--- config.mk ---
export PLATFORM = sky130hd
export DESIGN_NAME = oddr_tx_sequencer
export DESIGN_NICKNAME = d
export VERILOG_FILES = /design/src/rtl/oddr_tx_sequencer.sv
export SDC_FILE = /design/constraint.sdc
export NUM_CORES = 1
export LEC_CHECK = 0
export CORE_MARGIN = 2
export CORE_UTILIZATION = 35
export CTS_BUF_LIST = sky130_fd_sc_hd__clkbuf_16
export CTS_CLUSTER_SIZE = 10
export DETAILED_ROUTE_END_ITERATION = 10
export REMOVE_ABC_BUFFERS = 1
export SLEW_MARGIN = 20
export SYNTH_ARGS = -nofsm -noshare
export SYNTH_HDL_FRONTEND = slang
export SYNTH_SLANG_ARGS = --single-unit
--- constraint.sdc ---
create_clock -name CLK -period 1.5 [get_ports CLK]
set_input_delay 0.375 -clock CLK [delete_from_list [all_inputs] [get_ports CLK]]
set_output_delay 0.375 -clock CLK [all_outputs]
set_load 0.02 [all_outputs]
--- src/rtl/oddr_tx_sequencer.sv ---
// oddr_tx_sequencer: serialises WIDTH-bit words MSB-first into bit pairs for one ODDR, and owns ODDR CE/R/S.
// Latency: word accepted at edge N is driven on D1/D2 after edge N+1; gapless at one word per WIDTH/2 cycles.
// Backpressure: DATA_READY = !hold_valid (single hold word, no bypass); ODDR_SEQ_UNDERRUN_CNT_EN adds UNDERRUN_CNT.
module oddr_tx_sequencer #(
    parameter int   WIDTH       = 8,
    parameter logic IDLE_LEVEL  = 1'b0,
    parameter int   RST_STRETCH = 2
) (
    input  logic             CLK,
    input  logic             RST,
    input  logic             ENABLE,
    input  logic             ABORT,
    input  logic [WIDTH-1:0] DATA_IN,
    input  logic             DATA_LAST,
    input  logic             DATA_VALID,
    output logic             DATA_READY,
    output logic             ODDR_D1,
    output logic             ODDR_D2,
    output logic             ODDR_CE,
    output logic             ODDR_R,
    output logic             ODDR_S,
    output logic             BUSY,
    output logic             DONE,
    output logic             UNDERRUN
`ifdef ODDR_SEQ_UNDERRUN_CNT_EN
    ,
    output logic [7:0]       UNDERRUN_CNT
`endif
);

    localparam int NPAIRS = WIDTH / 2;
    localparam int CNT_W  = (NPAIRS > 1) ? $clog2(NPAIRS) : 1;
    localparam int RC_W   = (RST_STRETCH > 1) ? $clog2(RST_STRETCH + 1) : 1;
    localparam logic [CNT_W-1:0] PAIR_LAST = CNT_W'(NPAIRS - 1);
    localparam logic [RC_W-1:0]  RC_INIT   = RC_W'(RST_STRETCH);

    typedef enum logic {S_IDLE, S_RUN} state_t;

    state_t             state_q, state_d;
    logic [WIDTH-1:0]   hold_dat_q, hold_dat_d;
    logic               hold_last_q, hold_last_d;
    logic               hold_vld_q, hold_vld_d;
    logic [WIDTH-1:0]   sh_q, sh_d;
    logic               sh_last_q, sh_last_d;
    logic [CNT_W-1:0]   pair_cnt_q, pair_cnt_d;
    logic               done_q, done_d;
    logic               underrun_q, underrun_d;
    logic [RC_W-1:0]    rst_cnt_q, rst_cnt_d;
    logic               transfer;

    assign transfer = DATA_VALID && !hold_vld_q && ENABLE && !ABORT;

    always_comb begin
        state_d     = state_q;
        hold_dat_d  = hold_dat_q;
        hold_last_d = hold_last_q;
        hold_vld_d  = hold_vld_q;
        sh_d        = sh_q;
        sh_last_d   = sh_last_q;
        pair_cnt_d  = pair_cnt_q;
        done_d      = 1'b0;
        underrun_d  = 1'b0;
        if (ABORT) begin
            state_d    = S_IDLE;
            hold_vld_d = 1'b0;
            sh_d       = '0;
            sh_last_d  = 1'b0;
            pair_cnt_d = '0;
        end else if (ENABLE) begin
            // transfer needs an empty hold and draining needs a full one, so they never collide
            if (transfer) begin
                hold_dat_d  = DATA_IN;
                hold_last_d = DATA_LAST;
                hold_vld_d  = 1'b1;
            end
            case (state_q)
                S_IDLE: begin
                    if (hold_vld_q) begin
                        sh_d       = hold_dat_q;
                        sh_last_d  = hold_last_q;
                        pair_cnt_d = '0;
                        hold_vld_d = 1'b0;
                        state_d    = S_RUN;
                    end
                end
                S_RUN: begin
                    sh_d       = sh_q << 2;
                    pair_cnt_d = pair_cnt_q + CNT_W'(1);
                    if (pair_cnt_q == PAIR_LAST) begin
                        pair_cnt_d = '0;
                        if (hold_vld_q) begin
                            sh_d       = hold_dat_q;
                            sh_last_d  = hold_last_q;
                            hold_vld_d = 1'b0;
                        end else begin
                            state_d = S_IDLE;
                            if (sh_last_q) done_d     = 1'b1;
                            else           underrun_d = 1'b1;
                        end
                    end
                end
                default: state_d = S_IDLE;
            endcase
        end
    end

    always_comb begin
        rst_cnt_d = rst_cnt_q;
        if (rst_cnt_q != '0) rst_cnt_d = rst_cnt_q - RC_W'(1);
    end

    always_ff @(posedge CLK or posedge RST) begin
        if (RST) begin
            state_q     <= S_IDLE;
            hold_dat_q  <= '0;
            hold_last_q <= 1'b0;
            hold_vld_q  <= 1'b0;
            sh_q        <= '0;
            sh_last_q   <= 1'b0;
            pair_cnt_q  <= '0;
            done_q      <= 1'b0;
            underrun_q  <= 1'b0;
            rst_cnt_q   <= RC_INIT;
        end else begin
            state_q     <= state_d;
            hold_dat_q  <= hold_dat_d;
            hold_last_q <= hold_last_d;
            hold_vld_q  <= hold_vld_d;
            sh_q        <= sh_d;
            sh_last_q   <= sh_last_d;
            pair_cnt_q  <= pair_cnt_d;
            done_q      <= done_d;
            underrun_q  <= underrun_d;
            rst_cnt_q   <= rst_cnt_d;
        end
    end

`ifdef ODDR_SEQ_UNDERRUN_CNT_EN
    logic [7:0] underrun_cnt_q, underrun_cnt_d;

    always_comb begin
        underrun_cnt_d = underrun_cnt_q;
        if (ABORT)                                      underrun_cnt_d = '0;
        else if (underrun_d && underrun_cnt_q != 8'hFF) underrun_cnt_d = underrun_cnt_q + 8'd1;
    end

    always_ff @(posedge CLK or posedge RST) begin
        if (RST) underrun_cnt_q <= '0;
        else     underrun_cnt_q <= underrun_cnt_d;
    end

    assign UNDERRUN_CNT = underrun_cnt_q;
`endif

    assign DATA_READY = !hold_vld_q;
    assign ODDR_D1    = (state_q == S_RUN) ? sh_q[WIDTH-1] : IDLE_LEVEL;
    assign ODDR_D2    = (state_q == S_RUN) ? sh_q[WIDTH-2] : IDLE_LEVEL;
    assign ODDR_CE    = ENABLE;
    assign ODDR_R     = RST || (rst_cnt_q != '0);
    assign ODDR_S     = 1'b0;
    assign BUSY       = (state_q == S_RUN) || hold_vld_q;
    assign DONE       = done_q;
    assign UNDERRUN   = underrun_q;

endmodule

==> impl_metrics.csv <==
group,metric,value,unit
final_layout,fin_nets,146,
final_layout,multi_input_area,490,um2
floorplan,dieHeight,62.1,um
clocking,tritoncts,"built",
sta,worst_slack,-0.0176,ns
yosys,synth_mux_area_frac,0.104,
sta,whs,0.424,ns
route,ant_nets,0,
setup_path,start_kind,"register",
sta,max_freq,0.659,GHz
route,wl_per_cell,12.6,um
sta,finClkSkew,0.00339,ns
final_layout,drive_gt1_frac,0.341,
global_routing,grt_use_total,0.127,
worst_hold_path,hp-class,"register to register",
sta,maxSlewViolCount,0,
placement,numPortBuffers,21,
sta,hold_violations,0,
job,cap_violations,0,
global_routing,grt_pass1_vias,845,
yosys,synth_area_leaders,"dfrtp_1, mux2_1, a221o_1, nor3b_1, dfstp_2",
outcome,violations,"setup timing",
pwr,ir_drop,0.377,mV
sta,setup_viol,1,
worst_hold_path,min_from,"sh_last_q",
final_layout,regArea,652,um2
clocking,cts.path.max_buffers,2,
yosys,synth_cell_type_count,33,
global_routing,antenna_found_initial,0,
sta,finalCritPeriodShare,1.01,
final_layout,diodes,0,
final_layout,final_common_cell,"dfrtp_1",
floorplan,start_util,0.360,
setup_path,cp_max_fo,2,
yosys,yosysSeqAreaShare,0.551,
setup_path,reg2reg_from,"state_q",
setup_path,ff2ff_path_depth,4,
final_layout,syn2layout_area_growth,39.2,%
clocking,clk_latency,0.26,ns
floorplan,die_area,3860,um2
yosys,ys_ff_latch,26,
clocking,cts_hold_buf,0,
pwr,p_per_area,968,nW/um2
route,drt_iter0_markers,9,
yosys,synth-xor-area-share,0.00741,
yosys,synth_top_area_frac,0.529,
clocking,path_clk_slew,0.06,ns
placement,hpwl,1580,um
sta,rsz0062_at_grt,"yes",
worst_hold_path,holdPathStages,1,
clocking,cts_made_buffers,3,
sta,period_minus_slack,1.52,ns
yosys,syn_area_per_cell,12.6,um2
clocking,cts.sinks,26,
floorplan,die_w,62.1,um
setup_path,critPathKind,"register to primary output",
worst_hold_path,worstHoldEndpoint,"UNDERRUN",
route,viasPerCell,4.73,
clocking,clock-root-buffer,"clkbuf_16",
setup_path,r2r-end,"pair_cnt_q[0]",
placement,dpl_worst_slack,-0.407,ns
route,drt-pass1-iter-count,4,
yosys,async_flop_share,1.00,
setup_path,end_kind,"primary output",
setup_path,crit_required,1.12,ns
final_layout,stdcell_count,175,
yosys,synth-compound-area-share,0.107,
yosys,synthAdderAreaFrac,0.0212,
placement,finalWeightedCongestion,0.684,
yosys,synthCells,94,
yosys,synth-edff-count,0,
setup_path,ff2ff_setup_slack,0.07,ns
setup_path,arrival,1.14,ns
pwr,p_leak,0.000780,uW
sta,finalSetupTns,-0.0176,ns
floorplan,std_cell_rows,21,
yosys,synth_top_family_by_area,"simple AND/OR/NAND/NOR gates",
route,drcViolationCount,0,
outcome,outcome,"finished, violations left",
yosys,netlist_area,1180,um2
yosys,synth_ff_type,"dfrtp_1",
final_layout,fillers,294,
floorplan,io_pins,23,
route,vias,828,
route,drt-total-wl,2200,um
clocking,htree_levels,1,
placement,dp_cells,169,
floorplan,core-area,3280,um2
yosys,yosys.area_share.simple,0.143,
global_routing,overflow,0,
yosys,synth_top_area_cell,"dfrtp_1",
global_routing,grt_pass1_wl,3810,um
final_layout,final_cell_mix,"dfrtp_1, buf_4, clkdlybuf4s50_1",
global_routing,grt_max_degree,27,
yosys,ys_warn_count,0,
## where the power goes
| part | switching [uW] | internal (uW) | leakage [uW] |
|---|---|---|---|
| clock | 237 | 357 | 0.0000385 |
| combinational | 86.0 | 113 | 0.000403 |
| sequential | 33.3 | 766 | 0.000339 |
## worst max-delay path, cell delays in order, from the launching register on
cell and delay [ns]:
dfstp_2 0.52, inv_2 0.04, ha_4 0.15, nand2_2 0.05
buf_6 0.11
## kinds of logic (layout without fill, tap and decap cells)
group / Yosys count / in the layout
flip-flops: 26 / 26
XOR/XNOR: 1 / 1
AND/OR/NAND/NOR: 26 / 26
AO/OA/AOI/OAI: 14 / 14
other: 1 / 1
buffers and inverters: 13 / 48
multiplexers: 11 / 11
adder cells (fa/ha/maj): 2 / 2
## worst max-delay path by stage
stage / slack [ns] / depth (start not counted) / to / from
floorplan: -0.11 / 2 / ODDR_R / RST
global placement: -0.40 / 4 / ODDR_R / RST
detailed placement: -0.41 / 4 / ODDR_R / RST
CTS: -0.06 / 4 / ODDR_R / rst_cnt_q[1]
global route: -0.06 / 4 / ODDR_R / rst_cnt_q[1]
finish: -0.02 / 4 / ODDR_R / rst_cnt_q[1]
## layout make-up
class / count / area share
timing repair buffer: 38 / 0.209
multi-input combinational: 55 / 0.298
inverter: 6 / 0.0137
tap: 46 / 0.0350
clock inverter: 1 / 0.00228
sequential: 26 / 0.396
clock buffer: 3 / 0.0456
## flip-flops by register name, summed over array words and instances (netlist names)
| register | count |
|---|---|
| UNDERRUN | 1 |
| hold_dat_q | 8 |
| sh_last_q | 1 |
| state_q | 1 |
| hold_vld_q | 1 |
| DONE | 1 |
| pair_cnt_q | 2 |
| sh_q | 8 |
| hold_last_q | 1 |
| rst_cnt_q | 2 |
## per-stage QoR
| step | total power (uW) | util | area, um2 |
|---|---|---|---|
| 2_1_floorplan | 900 | - | 1130 |
| 4_1_cts | 1600 | 0.482 | 1580 |
| 6_report | 1590 | 0.501 | 1650 |
| 3_3_place_gp | 1000 | 0.460 | 1510 |
| 5_1_grt | 1670 | 0.501 | 1650 |
| 3_5_place_dp | 1010 | 0.460 | 1510 |
## per-layer routing
layer	track usage	share of wire
met1	0.160	0.45
met2	0.202	0.50
met3	0.0362	0.030
met4	0.0583	0.020
met5	0	0
## Yosys cell counts (2+ instances only)
library cell / n
buf_2: 3
buf_6: 2
nand4_1: 2
a221o_1: 6
mux2_1: 10
nand2_1: 4
ha_1: 2
inv_1: 6
nor3b_1: 6
nor2_1: 3
buf_4: 2
dfrtp_1: 25
and2_2: 2
a22o_2: 2
## timing repair
item | in CTS | in global routing
gates cloned | 0 | 0
gates resized for setup | 30 | 15
buffers inserted | 0 | 2
pin swaps | 0 | 2
endpoints found under the setup margin | 21 | 15
Note: power is estimated with default switching activity, not from simulation.
